[src/rtl/input_debouncer_pkg.sv]
// Shared definitions for the input debouncer: per-lane FSM state encodings
// and the default stability window length.
package input_debouncer_pkg;

  // Bit 1 of the encoding is the committed output level of the lane.
  typedef enum logic [1:0] {
    STABLE_LO = 2'b00,
    WAIT_HI   = 2'b01,
    STABLE_HI = 2'b11,
    WAIT_LO   = 2'b10
  } lane_state_e;

  localparam int DEFAULT_STABLE_CYCLES = 16;

endpackage

[src/rtl/input_debouncer_lane.sv]
// One debouncer lane: two-flop synchronizer, 4-state qualification FSM and
// run-length counter. Edge pulses exist only with INPUT_DEBOUNCER_EDGE_PULSE_EN.
module debounce_lane
  import input_debouncer_pkg::*;
#(
  parameter int STABLE_CYCLES = DEFAULT_STABLE_CYCLES
) (
  input  logic clk,
  input  logic rst_n,
  input  logic in,
  output logic out,
  output logic rise,
  output logic fall
);

  localparam int CW = $clog2(STABLE_CYCLES);
  localparam logic [CW-1:0] CNT_MAX = CW'(STABLE_CYCLES - 1);
  localparam logic [CW-1:0] CNT_ONE = CW'(1);

  logic [1:0]    sync_q, sync_d;
  lane_state_e   state_q, state_d;
  logic [CW-1:0] cnt_q, cnt_d;
  logic          s;

  assign s = sync_q[1];

  always_comb begin
    sync_d  = {sync_q[0], in};
    state_d = state_q;
    cnt_d   = cnt_q;
    case (state_q)
      STABLE_LO: begin
        if (s) begin
          state_d = WAIT_HI;
          cnt_d   = CNT_ONE;
        end
      end
      WAIT_HI: begin
        if (!s) begin
          state_d = STABLE_LO;
          cnt_d   = '0;
        end else if (cnt_q == CNT_MAX) begin
          state_d = STABLE_HI;
          cnt_d   = '0;
        end else begin
          cnt_d = cnt_q + CNT_ONE;
        end
      end
      STABLE_HI: begin
        if (!s) begin
          state_d = WAIT_LO;
          cnt_d   = CNT_ONE;
        end
      end
      WAIT_LO: begin
        if (s) begin
          state_d = STABLE_HI;
          cnt_d   = '0;
        end else if (cnt_q == CNT_MAX) begin
          state_d = STABLE_LO;
          cnt_d   = '0;
        end else begin
          cnt_d = cnt_q + CNT_ONE;
        end
      end
      default: begin
        state_d = STABLE_LO;
        cnt_d   = '0;
      end
    endcase
  end

  always_ff @(posedge clk or negedge rst_n) begin
    if (!rst_n) begin
      sync_q  <= '0;
      state_q <= STABLE_LO;
      cnt_q   <= '0;
    end else begin
      sync_q  <= sync_d;
      state_q <= state_d;
      cnt_q   <= cnt_d;
    end
  end

  // The committed level is the state register's upper bit, so out is a flop.
  assign out = state_q[1];

`ifdef INPUT_DEBOUNCER_EDGE_PULSE_EN
  logic rise_q, rise_d, fall_q, fall_d;

  always_comb begin
    rise_d = (state_q == WAIT_HI) && (state_d == STABLE_HI);
    fall_d = (state_q == WAIT_LO) && (state_d == STABLE_LO);
  end

  always_ff @(posedge clk or negedge rst_n) begin
    if (!rst_n) begin
      rise_q <= 1'b0;
      fall_q <= 1'b0;
    end else begin
      rise_q <= rise_d;
      fall_q <= fall_d;
    end
  end

  assign rise = rise_q;
  assign fall = fall_q;
`else
  assign rise = 1'b0;
  assign fall = 1'b0;
`endif

endmodule

[src/rtl/input_debouncer.sv]
// Multi-lane switch/button debouncer; WIDTH independent debounce_lane instances.
// Define INPUT_DEBOUNCER_EDGE_PULSE_EN to get rise/fall pulses (else tied to 0).
module input_debouncer
  import input_debouncer_pkg::*;
#(
  parameter int WIDTH         = 4,
  parameter int STABLE_CYCLES = DEFAULT_STABLE_CYCLES
) (
  input  logic             clk,
  input  logic             rst_n,
  input  logic [WIDTH-1:0] in,
  output logic [WIDTH-1:0] out,
  output logic [WIDTH-1:0] rise,
  output logic [WIDTH-1:0] fall
);

  for (genvar i = 0; i < WIDTH; i++) begin : g_lane
    debounce_lane #(
      .STABLE_CYCLES(STABLE_CYCLES)
    ) u_lane (
      .clk  (clk),
      .rst_n(rst_n),
      .in   (in[i]),
      .out  (out[i]),
      .rise (rise[i]),
      .fall (fall[i])
    );
  end

endmodule
[config.mk]
export PLATFORM = sky130hd
export DESIGN_NAME = input_debouncer
export DESIGN_NICKNAME = d
export VERILOG_FILES = /design/src/rtl/input_debouncer_pkg.sv /design/src/rtl/input_debouncer_lane.sv /design/src/rtl/input_debouncer.sv
export SDC_FILE = /design/constraint.sdc
export NUM_CORES = 1
export LEC_CHECK = 0
export ABC_AREA = 1
export CORE_ASPECT_RATIO = 2
export CORE_MARGIN = 2
export CORE_UTILIZATION = 25
export DETAILED_ROUTE_END_ITERATION = 12
export DONT_BUFFER_PORTS = 1
export MAX_ROUTING_LAYER = met4
export PLACE_DENSITY_LB_ADDON = 0.12
export SLEW_MARGIN = 15
export SYNTH_ARGS = -nofsm -noshare
export SYNTH_HDL_FRONTEND = slang
export SYNTH_SLANG_ARGS = --single-unit
[constraint.sdc]
create_clock -name clk -period 1.61 [get_ports clk]
set_input_delay 0.483 -clock clk [delete_from_list [all_inputs] [get_ports clk]]
set_output_delay 0.483 -clock clk [all_outputs]
set_load 0.02 [all_outputs]
==> metrics.txt <==
status completed; Worst Setup Start Kind register; cell taking the most area after synthesis dfrtp_1; Avg WL per Cell 10.76 µm; Yosys cell types 17; Cell Chain, Critical Path buf_4; Pwr Total between 4 and 5 mW; latest clock arrival within the worst-skew pair 0.28 ns; WP data required 1.13 ns; core area 7943 µm²; largest buffer count on any clock path 2; Via Count around 1600; die area 9024 µm²; Top Layer Used met4; fraction of layout cells with a size suffix above 1 13.45%; min cycle time layout 1.370 ns; DR WL met3 113 µm; Final Instance Area 2349 µm²; met1 wire length 1517 µm; Ys Warns 0; Crit. End Element output pin; Worst Hold Class in -> async; crit path from g_lane[1].u_lane.state_q[1]; cell depth of the worst setup path 1; Synth Register Bits 32; Clock Pin Slew Worst Setup and Hold Paths 0.05 ns; Starting Density between 20 and 30%; DR WL met2 2264 µm; Die X 68.18 µm; WHS 0.02854 ns; CTS resizes 0; Post-DP HPWL 3075 µm; CTS tree done; Layout area overhead 14.03%; Final nets 303; H-Tree Depth 2; pwr/cell area 1748 nW/µm²; RR Startpoint g_lane[2].u_lane.state_q[0]; die height 132.4 µm; IO Pins 18; CP endpoint out[1]; crit path DAT 0.89 ns; Yosys top cell area share 38.88%; number of global-route vias before repair 1584; num rows 46; syn_area_per_cell 7.713 µm²; CTS buffer count 5; Max Cap Viol 0; IO Port Bufs 0; buffers and inverters on the worst path 1; CP max stage cell dfrtp_1; reg2reg setup slack roughly 0.27 ns; 1st-pass router iterations 4; first-pass GRT wire length around 6800 µm; Via-to-Cell Ratio 4.197; setup TNS 0 ns; Synth Instances about 270; Post-Route WL 3993 µm; Largest delay share family, worst path flip-flops; most common cell after layout, fill and taps aside nand2_1; routability cong. 0.7370; Crit Path Class reg -> out; Post-Syn Area 2059 µm²; CTS sink count 32; sequential area share after synthesis 38.88%; setup violators final 0; dpl cell area about 2100 µm²; most frequent cells in the layout 92 x nand2_1, 32 x inv_1, 32 x dfrtp_1; Max Freq 0.7298 GHz; crit path max fanout 5; largest net degree at the start of global routing 33; postcts setup bufs 0; overall routing resource usage between 10% and 20%; initial antenna violation count 0; Largest stage delay, worst path 0.43 ns; Antenna diodes 0; Synth area leaders dfrtp_1 39%, nand2_1 17%, ha_1 14%; crit share post-route 85.10%; remaining antenna violation count 0; RSZ-0062 raised after global routing no; DR iter-0 viols 34; max-slew violations 0; CTS Hold Bufs 1; worst vdd ir 0.0006000 V; Clock Skew ~0.0023 ns; Pleak 1.276 nW; CTS Root Cell clkbuf_16; final hold vios 0; FF-to-FF path depth 6; gr ovfl total 0; DRC Markers 0; FF-to-FF End g_lane[2].u_lane.state_q[0]
worst min-delay path by stage:
| stage | start | to | slack [ns] | depth (start not counted) |
|---|---|---|---|---|
| detailed placement | rst_n | g_lane[0].u_lane.sync_q[0] | 0.19 | 0 |
| floorplan | rst_n | g_lane[0].u_lane.cnt_q[0] | 0.19 | 0 |
| global placement | rst_n | g_lane[0].u_lane.sync_q[0] | 0.19 | 0 |
| finish | rst_n | g_lane[0].u_lane.sync_q[0] | 0.03 | 1 |
| global route | rst_n | g_lane[2].u_lane.cnt_q[3] | 0.04 | 1 |
| CTS | rst_n | g_lane[2].u_lane.cnt_q[3] | 0.03 | 1 |
through the flow:
stage          util, %  setup slack, ns  instances
3_3_place_gp     27.02           0.2582        362
6_report         29.57           0.2398        371
3_5_place_dp     27.02           0.2643        362
2_1_floorplan        -           0.4248        274
5_1_grt          29.57           0.1448        371
4_1_cts          29.57           0.2244        371
logic make-up after synthesis:
| group | share of synthesized area, % |
|---|---|
| other | 0.1821 |
| adders and majority gates | 13.97 |
| buffers and inverters | 11.12 |
| AOI/OAI and AO/OA | 4.496 |
| and+or+nand+nor | 31.35 |
| DFF | 38.88 |
power by group:
part,total [mW],switching [mW],internal [mW]
Sequential,1.25,0.232,1.02
Clock,1.17,0.353,0.814
Combinational,1.69,1.06,0.629
Total,4.11,1.65,2.46
synthesized netlist by cell type:
cell type  number
ha_1           23
o21ai_0         5
conb_1          1
nand2_1        92
a21oi_1        10
buf_4          12
nand4_1         3
o21ai_2         2
nand3_1        23
inv_2           5
nand3b_1        2
nor2_2          2
nand2_4         3
nor2_1          8
nand2_2        12
inv_1          32
dfrtp_1        32
registers in the layout (all words and copies together), names as in the netlist:
signal and count:
g_lane.u_lane.cnt_q 16, g_lane.u_lane.state_q 8, g_lane.u_lane.sync_q 8
routing by layer:
| layer | track usage, % | vias up |
|---|---|---|
| li1 | - | 820 |
| met1 | 9.194 | 709 |
| met2 | 19.15 | 21 |
| met3 | 2.818 | 7 |
| met4 | 5.000 | 0 |
| met5 | - | - |
area by class of cell:
cell class	count	area, µm²
Clock buffer	7	152.6
Clock inverter	1	30.03
Fill cell	882	5594
Inverter	37	138.9
Multi-Input combinational cell	193	1056
Sequential cell	32	800.8
Tap cell	96	120.1
Timing Repair Buffer	5	50.05
Note: power is estimated with default switching activity, not from simulation.
